### src/rtl/id_fsm_param.sv
// Streaming identifier recogniser: flags a letter run followed by a legal-length digit run.
// Build option: define ID_UNDERSCORE_EN to treat '_' (0x5F) as a letter.
module id_fsm_param #(
    parameter int CHAR_W     = 8,
    parameter int MIN_DIGITS = 1,
    parameter int MAX_DIGITS = 0,
    parameter int CNT_W      = 16
) (
    input  logic              clk,
    input  logic              reset,
    // Handshake: char is consumed on every rising edge where char_valid=1.
    // There is no ready signal, so the source never sees backpressure.
    input  logic              char_valid,
    input  logic [CHAR_W-1:0] char,
    input  logic              clr_cnt,
    output logic              out,
    output logic              match_pulse,
    output logic [CNT_W-1:0]  match_cnt,
    output logic [1:0]        state_dbg
);

    localparam int DSAT = ((MAX_DIGITS > MIN_DIGITS) ? MAX_DIGITS : MIN_DIGITS) + 1;
    localparam int DW   = $clog2(DSAT + 1);
    localparam logic [DW-1:0] DSAT_V = DW'(DSAT);
    localparam logic [DW-1:0] MIN_V  = DW'(MIN_DIGITS);
    localparam logic [DW-1:0] MAX_V  = DW'(MAX_DIGITS);

    typedef enum logic [1:0] {
        IDLE  = 2'd0,
        ALPHA = 2'd1,
        DIGIT = 2'd2
    } state_t;

    state_t        state, state_n;
    logic [DW-1:0] dcnt, dcnt_n, dinc;
    logic          out_n, pulse_n;
    logic [6:0]    lo;
    logic          hi_set, is_letter, is_digit, is_us;

    // Any set bit above the 7-bit ASCII range makes the character "other".
    assign lo       = char[6:0];
    assign hi_set   = (char >> 7) != '0;
    assign is_digit = !hi_set && (lo >= 7'h30) && (lo <= 7'h39);
`ifdef ID_UNDERSCORE_EN
    assign is_us    = (lo == 7'h5F);
`else
    assign is_us    = 1'b0;
`endif
    assign is_letter = !hi_set && (((lo >= 7'h41) && (lo <= 7'h5A)) ||
                                   ((lo >= 7'h61) && (lo <= 7'h7A)) || is_us);

    assign state_dbg = state;

    always_comb begin
        state_n = state;
        dcnt_n  = dcnt;
        dinc    = (dcnt == DSAT_V) ? dcnt : dcnt + DW'(1);
        if (char_valid) begin
            if (is_letter) begin
                state_n = ALPHA;
                dcnt_n  = '0;
            end else if (is_digit) begin
                case (state)
                    ALPHA: begin
                        state_n = DIGIT;
                        dcnt_n  = DW'(1);
                    end
                    DIGIT: begin
                        // A run longer than MAX_DIGITS kills the token until the next letter.
                        if ((MAX_DIGITS != 0) && (dinc > MAX_V)) begin
                            state_n = IDLE;
                            dcnt_n  = '0;
                        end else begin
                            dcnt_n  = dinc;
                        end
                    end
                    default: begin
                        state_n = IDLE;
                        dcnt_n  = '0;
                    end
                endcase
            end else begin
                state_n = IDLE;
                dcnt_n  = '0;
            end
        end
        out_n   = char_valid ? ((state_n == DIGIT) && (dcnt_n >= MIN_V)) : out;
        pulse_n = char_valid && out_n && !out;
    end

    always_ff @(posedge clk) begin
        if (reset) begin
            state       <= IDLE;
            dcnt        <= '0;
            out         <= 1'b0;
            match_pulse <= 1'b0;
            match_cnt   <= '0;
        end else begin
            state       <= state_n;
            dcnt        <= dcnt_n;
            out         <= out_n;
            match_pulse <= pulse_n;
            // Clear beats a coincident increment; the count sticks at all-ones.
            if (clr_cnt)
                match_cnt <= '0;
            else if (pulse_n && (match_cnt != '1))
                match_cnt <= match_cnt + CNT_W'(1);
        end
    end

endmodule

### config.mk
export PLATFORM = sky130hd
export DESIGN_NAME = id_fsm_param
export DESIGN_NICKNAME = d
export VERILOG_FILES = /design/src/rtl/id_fsm_param.sv
export SDC_FILE = /design/constraint.sdc
export NUM_CORES = 1
export LEC_CHECK = 0
export CAP_MARGIN = 30
export CORE_MARGIN = 2
export CORE_UTILIZATION = 43
export CTS_CLUSTER_DIAMETER = 150
export DETAILED_ROUTE_END_ITERATION = 10
export DONT_BUFFER_PORTS = 1
export GPL_TIMING_DRIVEN = 0
export PLACE_DENSITY = 0.68
export SKIP_LAST_GASP = 1
export SLEW_MARGIN = 20
export SYNTH_ARGS = -nofsm -noshare
export SYNTH_HDL_FRONTEND = slang
export SYNTH_SLANG_ARGS = --single-unit
### constraint.sdc
create_clock -name clk -period 2.2 [get_ports clk]
set_input_delay 0.11 -clock clk [delete_from_list [all_inputs] [get_ports clk]]
set_output_delay 0.11 -clock clk [all_outputs]
set_load 0.005 [all_outputs]
==> results.sh, run 1 <==
export IMPL_synthFlopType="dfxtp_1"
export IMPL_fin_cells=182
export IMPL_syn2layout_area_growth_pct=16.7
export IMPL_grt_ovfl_total=0
export IMPL_fin_crit_ns=2.09
export IMPL_fin_nets=168
export IMPL_clk_insertion_delay_late_ns=0.31
export IMPL_timing_fmax_mhz=478
export IMPL_viasPerCell=5.99
export IMPL_yosys_warnings=0
export IMPL_tritoncts="yes"
export IMPL_final_util_pct=51.3
export IMPL_port_buffers=0
export IMPL_cts_buffers=3
export IMPL_grt_pass1_wl_mm=4.62
export IMPL_htree_num_levels=1
export IMPL_drc=0
export IMPL_placed_cells=171
export IMPL_synth_seq_cells=22
export IMPL_detail_route_antenna_nets=0
export IMPL_synthArstFlopShare_pct=0
export IMPL_antenna_found_initial=0
export IMPL_seq_area_frac_synth_pct=37.3
export IMPL_relSlewSlack_pct=66.3
export IMPL_die_h_um=56.4
export IMPL_wire_per_inst_um=16.0
export IMPL_syn_area_um2=1180
export IMPL_drive_above_1_share_pct=15.9
export IMPL_drt_wl_total_mm=2.91
export IMPL_ios=32
export IMPL_clk_pin_slew_ns=0.12
export IMPL_yosysTopAreaCell="dfxtp_1"
export IMPL_synth_area_leaders="dfxtp_1 (37%), xor2_1 (5.2%), nor2_1 (5.1%)"
export IMPL_synth_edff_count=0
export IMPL_worst_pin_slew_ns=0.505
export IMPL_die_w_um=56.4
export IMPL_gp_congestion=0.804
export IMPL_clockBufferDepth=2
export IMPL_drt_iter0_drc=46
export IMPL_r2r_start="match_cnt[0]"
export IMPL_hpwl_mm=1.95
export IMPL_cts_sinks=22
export IMPL_drv_cap=0
export IMPL_finalCritPeriodShare_pct=95.0
export IMPL_grt_total_usage_pct=18.3
export IMPL_fp_row_count=19
export IMPL_max_vdd_ir_drop_mv=0.373
export IMPL_initial_core_util_pct=44.0
export IMPL_slew_violations=0
export IMPL_cp_end_kind="register"
export IMPL_hold_violations=0
export IMPL_p_per_area_nw_per_um2=476
export IMPL_synth_nets=156
export IMPL_core_area_um2=2690
export IMPL_power_leakage_nw=0.460
export IMPL_n_antenna_cell=0
export IMPL_cts_root_buf="clkbuf_4"
export IMPL_skew_ns=0.00769
export IMPL_drtPass1Iterations=4
export IMPL_dieArea_um2=3180
export IMPL_fillCellCount=258
export IMPL_min_delay_path_class="in2reg"
export IMPL_grt_max_degree=13
export IMPL_syn_inst=140
export IMPL_finalSetupViolations=0
export IMPL_cp_arrival_ns=2.36
export IMPL_synth_cell_type_count=36
export IMPL_cp_start_kind="register"
export IMPL_cp_max_fo=10
export IMPL_min_from="clr_cnt"
export IMPL_route_vias_total=1091
export IMPL_cp_startpoint="match_cnt[0]"
export IMPL_grt_pass1_vias=1078
export IMPL_cp_data_required_time_ns=2.47
export IMPL_fin_setup_tns_ns=0
export IMPL_status="finished clean"
export IMPL_criticalPathCategory="reg2reg"
export IMPL_synth_top_area_share_pct=37.3
export IMPL_synth_area_per_cell_um2=8.44
-- cell families (layout without fill, tap and decap cells) --
logic type               after synthesis  in the layout  synth area share [%]
buffers and inverters                  8             19                  3.18
adder cells (fa/ha/maj)                4              4                  4.24
flip-flops                            22             22                  37.3
AND/OR/NAND/NOR                       72             72                  33.4
XOR/XNOR                               8              8                  5.93
AO/OA/AOI/OAI                         26             26                  16.0
-- timing repair --
| action | in CTS | in global routing |
|---|---|---|
| gates resized for setup | 5 | 7 |
| pin swaps | 3 | 3 |
| endpoints found under the setup margin | 14 | 12 |
| hold buffers | 2 | 0 |
| setup buffers | 4 | 1 |
| hold endpoints to repair | 3 | 0 |
-- final timing paths --
path / cells past startpoint / slack [ns] / to
worst min-delay path: 3 / 0.07 / match_cnt[1]
worst max register to register: 7 / 0.11 / match_cnt[3]
worst max-delay path: 7 / 0.11 / match_cnt[3]
worst min register to register: 2 / 0.53 / state_dbg[1]
-- layout by cell type, fill, tap and decap left out, types with 2 or more instances in the layout --
master	instances
nand3_2	2
nor3_1	3
and3_1	4
clkbuf_4	3
or4_1	3
clkbuf_1	2
o21ai_0	5
nor2_1	16
nand2_1	10
o211ai_1	2
nor2b_1	3
inv_1	5
nand3_1	9
ha_1	3
buf_4	5
nand4_1	8
a21o_1	2
a21oi_1	9
dfxtp_1	20
dlygate4sd3_1	2
xor2_1	7
nand2b_1	2
or3_1	3
-- flip-flops by register name, summed over array words and instances (netlist names) --
| register | flops |
|---|---|
| match_pulse | 1 |
| state_dbg | 2 |
| match_cnt | 16 |
| out | 1 |
| dcnt | 2 |
-- stage by stage --
stage | hold WS, ns | worst slack, ns | power, W | instance area, um2
5_1_grt | 0.0866 | -0.0115 | 0.000683 | 1380
4_1_cts | 0.0844 | -0.00529 | 0.000659 | 1330
2_1_floorplan | 0.292 | 0.0723 | 0.000428 | 1180
6_report | 0.0738 | 0.110 | 0.000656 | 1380
3_5_place_dp | 0.298 | -0.299 | 0.000433 | 1220
3_3_place_gp | 0.300 | -0.169 | 0.000432 | 1220
-- layer usage --
metal / wire (um) / vias up / part of all wire, % / track usage, %
met3: 166 / 9 / 5.7 / 3.69
met2: 1490 / 40 / 51 / 32.4
met1: 1180 / 511 / 41 / 21.4
met4: 68 / 0 / 2.3 / 7.14
li1: - / 531 / - / -
met5: 0 / - / 0 / 0
-- power breakdown --
group,switching (W),internal [W],leakage [nW]
clock network,0.000124,0.000101,0.0210
logic,0.0000185,0.0000132,0.261
registers,0.00000104,0.000398,0.178
total,0.000144,0.000513,0.460
-- cell type report --
cell class              count  area, um2  area share, %
well taps                  31       38.8           2.81
multi-input cells         110        763           55.4
clock buffers               4       36.3           2.63
plain buffers               3       18.8           1.36
inverters                   5       18.8           1.36
repair buffers              7       57.6           4.17
flip-flops and latches     22        445           32.3
-- worst max-delay path, cell delays in order (launching register included) --
cell and delay [ns]:
dfxtp_1 0.38, ha_1 0.29, and3_1 0.24, a311oi_4 0.34, nand3_2 0.15, buf_6 0.18, or4_1 0.39, nand2_1 0.08
-- synth_stat cells, drive strengths merged (2+ instances only) --
library cell / instances
nand4: 8
dfxtp: 22
or3: 3
o211ai: 2
clkbuf: 2
a21oi: 9
nand2b: 2
nand2: 11
nor3: 3
a21o: 2
inv: 5
and3: 4
nor2: 16
xor2: 7
nor2b: 4
nand3: 12
a311oi: 2
o21ai: 6
ha: 4
or4: 3
(Power assumes the default switching activity.)
==> run 2: changes to the inputs <==
--- a/config.mk
+++ b/config.mk
@@ -7,12 +7,12 @@
 export LEC_CHECK = 0
 export CAP_MARGIN = 30
 export CORE_MARGIN = 2
-export CORE_UTILIZATION = 43
+export CORE_UTILIZATION = 55
 export CTS_CLUSTER_DIAMETER = 150
 export DETAILED_ROUTE_END_ITERATION = 10
 export DONT_BUFFER_PORTS = 1
 export GPL_TIMING_DRIVEN = 0
-export PLACE_DENSITY = 0.68
+export PLACE_DENSITY = 0.81
 export SKIP_LAST_GASP = 1
 export SLEW_MARGIN = 20
 export SYNTH_ARGS = -nofsm -noshare
==> run 2 against run 1 <==
  * Count of clock-buffer cells in the layout is the same
  * Critical path type unchanged
  * Clock skew shrank 0.0032 ns
  * Sequential share of layout area grew 0.15 points
  * Largest power group unchanged
  * Power shrank 0.65%
==> results.sh, run 2 (synthesis gave the netlist of run 1 again) <==
export IMPL_grt_max_degree=13
export IMPL_slew_violations=0
export IMPL_fillCellCount=169
export IMPL_relSlewSlack_pct=59.4
export IMPL_tritoncts="yes"
export IMPL_cp_start_kind="register"
export IMPL_gp_congestion=0.767
export IMPL_grt_use_met1_pct=23.0
export IMPL_dieArea_um2=2530
export IMPL_drt_wl_total_mm=2.73
export IMPL_syn2layout_area_growth_pct=16.2
export IMPL_drtPass1Iterations=4
export IMPL_hold_worst_slack_ns=0.0835
export IMPL_initial_core_util_pct=59.0
export IMPL_die_h_um=50.3
export IMPL_grt_use_met2_pct=35.1
export IMPL_worst_pin_slew_ns=0.605
export IMPL_n_antenna_cell=0
export IMPL_antenna_found_initial=0
export IMPL_largest_reg_flops=16
export IMPL_cp_arrival_ns=2.32
export IMPL_met3_usage_pct=5.95
export IMPL_grt_pass1_vias=1046
export IMPL_fp_row_count=16
export IMPL_grt_ovfl_total=0
export IMPL_p_int_w=0.000512
export IMPL_final_util_pct=68.6
export IMPL_port_buffers=0
export IMPL_finalSetupViolations=0
export IMPL_status="finished clean"
export IMPL_layout_common_cells="dfxtp_1 (20), nor2_1 (16), nand2_1 (10), nand3_1 (9), a21oi_1 (9)"
export IMPL_cts_buffers=3
export IMPL_switchingPower_w=0.000140
export IMPL_comb_power_share_pct=4.8
export IMPL_die_w_um=50.3
export IMPL_cp_max_fo=6
export IMPL_cp_end_kind="register"
export IMPL_skew_ns=0.00446
export IMPL_route_vias_total=1102
export IMPL_drive_above_1_share_pct=17.5
export IMPL_power_leakage_nw=0.472
export IMPL_cts_root_buf="clkbuf_4"
export IMPL_fin_setup_tns_ns=0
export IMPL_timing_fmax_mhz=470
export IMPL_criticalPathCategory="reg2reg"
export IMPL_min_delay_path_class="in2reg"
export IMPL_core_area_um2=2000
export IMPL_cts_sinks=22
export IMPL_p_sw_share_pct=21.5
export IMPL_fin_area_um2=1370
export IMPL_wire_per_inst_um=15.1
export IMPL_hpwl_mm=1.87
export IMPL_drv_cap=0
export IMPL_finalCritPeriodShare_pct=96.7
export IMPL_fin_nets=171
export IMPL_grt_busiest_layer="met2"
export IMPL_layout_commonest_cell="dfxtp_1"
export IMPL_drt_iter0_drc=15
export IMPL_grt_total_usage_pct=20.5
export IMPL_r2r_setup_slack_ns=0.07
export IMPL_fin_crit_ns=2.13
export IMPL_hold_violations=0
export IMPL_htree_num_levels=1
export IMPL_largest_register="match_cnt"
export IMPL_seqPwrFrac_pct=61.2
export IMPL_placed_area_um2=1210
export IMPL_grt_pass1_wl_mm=4.07
export IMPL_clk_insertion_delay_late_ns=0.31
export IMPL_cp_data_required_time_ns=2.40
export IMPL_clk_pin_slew_ns=0.12
export IMPL_p_clk_share_pct=33.9
export IMPL_clockBufferDepth=2
export IMPL_drc=0
export IMPL_rsz0062_at_grt="true"
export IMPL_detail_route_antenna_nets=0
export IMPL_ios=32
export IMPL_max_vdd_ir_drop_mv=0.476
export IMPL_p_per_area_nw_per_um2=475
export IMPL_viasPerCell=6.09
## run 2: cell types whose count changed in the layout (fill, tap and decap cells not counted)
| cell | change |
|---|---|
| buf_4 | +2 |
| or4_4 | +1 |
| clkbuf_2 | +1 |
| a41oi_2 | -1 |
| a311oi_1 | +1 |
| a311oi_4 | -1 |
| a41oi_1 | +1 |
| inv_1 | -1 |
| inv_2 | +1 |
| or4_1 | -1 |
## run 2: repair_timing
action                                  CTS  global route
pin swaps                                 2             5
endpoints found under the setup margin   12            13
buffers inserted                          2             6
hold endpoints to repair                  3             0
gates resized for setup                   4             7
hold buffers                              2             0
## run 2: worst paths after layout
path / to / depth (start not counted) / startpoint
max: match_cnt[4] / 10 / state_dbg[0]
min: dcnt[0] / 3 / char_valid
max reg2reg: match_cnt[4] / 10 / state_dbg[0]
min reg2reg: state_dbg[1] / 2 / state_dbg[1]
## run 2: critical path, stage by stage (launching register included)
cell,delay [ns]
dfxtp_4,0.40
inv_2,0.05
ha_4,0.24
nor2b_4,0.13
nand3_4,0.11
a311oi_2,0.32
nand3_2,0.16
buf_6,0.17
clkbuf_2,0.14
o211ai_1,0.20
nand2_1,0.09
## run 2: cell type report
type                    count  area [um2]  area share, %
multi-input cells         110         742           54.1
flip-flops and latches     22         445           32.5
repair buffers             10        77.6           5.65
clock buffers               4        36.3           2.64
well taps                  27        33.8           2.46
plain buffers               3        18.8           1.37
inverters                   5        18.8           1.37
## run 2: power by group through the flow
stage / Sequential [W] / Clock, W / Combinational (W)
finish: 0.000399 / 0.000221 / 0.0000316
global route: 0.000400 / 0.000238 / 0.0000345
CTS: 0.000400 / 0.000222 / 0.0000284
detailed placement: 0.000409 / 0 / 0.0000245
global placement: 0.000409 / 0 / 0.0000235
floorplan: 0.000409 / 0 / 0.0000196
## run 2: stage by stage
stage / instances / worst slack, ns / power, W
4_1_cts: 175 / 0.0386 / 0.000651
3_3_place_gp: 167 / -0.106 / 0.000432
3_5_place_dp: 167 / -0.185 / 0.000433
2_1_floorplan: 140 / 0.0723 / 0.000428
6_report: 181 / 0.0735 / 0.000652
5_1_grt: 181 / -0.0180 / 0.000672
## run 2: per-layer routing
| metal | part of all wire (%) | vias to the layer above |
|---|---|---|
| met5 | 0 | - |
| met4 | 0.99 | 0 |
| met3 | 5.8 | 4 |
| met2 | 51 | 32 |
| met1 | 42 | 522 |
| li1 | - | 544 |
==> run 3: changes to the inputs <==
--- a/config.mk
+++ b/config.mk
@@ -7,12 +7,12 @@
 export LEC_CHECK = 0
 export CAP_MARGIN = 30
 export CORE_MARGIN = 2
-export CORE_UTILIZATION = 55
+export CORE_UTILIZATION = 59
 export CTS_CLUSTER_DIAMETER = 150
 export DETAILED_ROUTE_END_ITERATION = 10
 export DONT_BUFFER_PORTS = 1
 export GPL_TIMING_DRIVEN = 0
-export PLACE_DENSITY = 0.81
+export PLACE_DENSITY = 0.83
 export SKIP_LAST_GASP = 1
 export SLEW_MARGIN = 20
 export SYNTH_ARGS = -nofsm -noshare
==> constraint.sdc (replaced) <==
create_clock -name clk -period 2.1 [get_ports clk]
set_input_delay 0.105 -clock clk [delete_from_list [all_inputs] [get_ports clk]]
set_output_delay 0.105 -clock clk [all_outputs]
set_load 0.005 [all_outputs]
==> run 3 against run 2 <==
  * Worst hold slack lost 0.00050 ns
  * Global-route usage increased by 2.6 points
  * Register-to-register slack about the same
  * Worst setup slack improved by 0.0038 ns
  * First-iteration DRC count increased by 93%
  * Routed wire length down 1.5%
  * Critical path type unchanged
  * Highest routed layer unchanged
==> results.sh, run 3 (synthesis gave the netlist of run 1 again) <==
export IMPL_grt_max_degree=13
export IMPL_slew_violations=0
export IMPL_ios=32
export IMPL_finalCritPeriodShare_pct=96.3
export IMPL_drc=0
export IMPL_largest_register="match_cnt"
export IMPL_fp_row_count=16
export IMPL_initial_core_util_pct=61.5
export IMPL_min_delay_path_class="in2reg"
export IMPL_criticalPathCategory="reg2reg"
export IMPL_antenna_found_initial=0
export IMPL_grt_ovfl_total=0
export IMPL_cts_buffers=3
export IMPL_status="finished clean"
export IMPL_clk_pin_slew_ns=0.13
export IMPL_clk_insertion_delay_late_ns=0.30
export IMPL_cts_root_buf="clkbuf_4"
export IMPL_hold_violations=0
export IMPL_worst_pin_slew_ns=0.547
export IMPL_detail_route_antenna_nets=0
export IMPL_dieArea_um2=2380
export IMPL_htree_num_levels=1
export IMPL_hpwl_mm=1.80
export IMPL_crit_slowest_cell="dfxtp_4"
export IMPL_die_w_um=48.7
export IMPL_syn2layout_area_growth_pct=16.3
export IMPL_die_h_um=48.7
export IMPL_wire_per_inst_um=15.0
export IMPL_route_vias_total=1107
export IMPL_tritoncts="yes"
export IMPL_port_buffers=0
export IMPL_finalSetupViolations=0
export IMPL_drv_cap=0
export IMPL_fin_setup_tns_ns=0
export IMPL_layout_common_cells="dfxtp_1 (20), nor2_1 (16), nand2_1 (10), nand3_1 (9)"
export IMPL_cp_start_kind="register"
export IMPL_largest_reg_flops=16
export IMPL_viasPerCell=6.15
export IMPL_drt_iter0_drc=29
export IMPL_layout_commonest_cell="dfxtp_1"
export IMPL_clockBufferDepth=2
export IMPL_crit_chain="inv_2, ha_4, nor2b_4, nand3_2, a311oi_2, nand3_2, buf_6, or4_1, nand2_1"
export IMPL_pre_cts_ws_ns=-0.186
export IMPL_core_area_um2=1920
export IMPL_drtPass1Iterations=4
export IMPL_fin_crit_ns=2.02
export IMPL_slowest_delay_ns=0.39
export IMPL_gp_congestion=0.784
export IMPL_worst_slack_ns=0.0773
export IMPL_grt_total_usage_pct=23.0
export IMPL_fin_nets=170
export IMPL_cp_end_kind="register"
export IMPL_grt_pass1_vias=1047
export IMPL_grt_pass1_wl_mm=4.44
export IMPL_skew_ns=0.00442
export IMPL_max_vdd_ir_drop_mv=0.421
export IMPL_cp_max_fo=6
export IMPL_timing_fmax_mhz=494
export IMPL_relSlewSlack_pct=63.3
export IMPL_cp_arrival_ns=2.28
export IMPL_power_leakage_nw=0.470
export IMPL_cts_sinks=22
export IMPL_p_per_area_nw_per_um2=500
export IMPL_cp_data_required_time_ns=2.36
export IMPL_drt_wl_total_mm=2.69
export IMPL_drive_above_1_share_pct=18.3
export IMPL_n_antenna_cell=0
export IMPL_crit_top_cell="nand3_2"
[run 3: changes by cell type in the layout (fill, tap and decap cells not counted), sizes merged]
cell | previous run | this run
clkbuf | 7 | 6
[run 3: critical path, delay by kind of cell, from the launching register on]
kind | cells | cell delay (ns)
AND/OR/NAND/NOR | 5 | 0.89
AO/OA/AOI/OAI | 1 | 0.29
buffers and inverters | 2 | 0.21
flip-flops | 1 | 0.39
adder cells (fa/ha/maj) | 1 | 0.21
[run 3: metal layers]
| metal | global-route usage [%] | part of all wire (%) |
|---|---|---|
| met1 | 28.2 | 42 |
| met2 | 38.4 | 49 |
| met3 | 8.02 | 7.7 |
| met4 | 6.19 | 0.45 |
| met5 | 0 | 0 |
[run 3: per-stage QoR]
step           instance area [um2]  total power, W  instances  utilization [%]  hold slack [ns]
5_1_grt                       1370        0.000711        180             71.5            0.101
3_5_place_dp                  1210        0.000454        167             63.2            0.297
3_3_place_gp                  1210        0.000453        167             63.2            0.292
6_report                      1370        0.000686        180             71.5           0.0830
4_1_cts                       1340        0.000686        178             69.5           0.0727
2_1_floorplan                 1180        0.000449        140                -            0.287
[run 3: power breakdown]
part	leakage [nW]	total [W]	internal [W]	switching (W)
Combinational	0.270	0.0000334	0.0000138	0.0000195
Sequential	0.178	0.000418	0.000417	0.00000108
Clock	0.0210	0.000235	0.000106	0.000129
Total	0.470	0.000686	0.000537	0.000150
[run 3: what timing repair did]
action / CTS / global route
hold endpoints to repair: 3 / 0
hold buffers: 2 / 0
gates resized for setup: 8 / 4
pin swaps: 6 / 4
buffers inserted: 5 / 2
endpoints found under the setup margin: 13 / 12
[run 3: worst paths after layout]
path	start	to	slack, ns	cells past startpoint
hold / removal	clr_cnt	match_cnt[1]	0.08	3
setup reg to reg	state_dbg[0]	match_cnt[3]	0.08	9
setup / recovery	state_dbg[0]	match_cnt[3]	0.08	9
hold reg to reg	state_dbg[1]	state_dbg[1]	0.53	2
[run 3: area by class of cell]
| class | count | area, um2 |
|---|---|---|
| buffer | 3 | 18.8 |
| tap | 27 | 33.8 |
| inverter | 5 | 18.8 |
| timing repair buffer | 9 | 72.6 |
| multi-input combinational | 110 | 748 |
| clock buffer | 4 | 36.3 |
| fill | 166 | 548 |
| sequential | 22 | 445 |
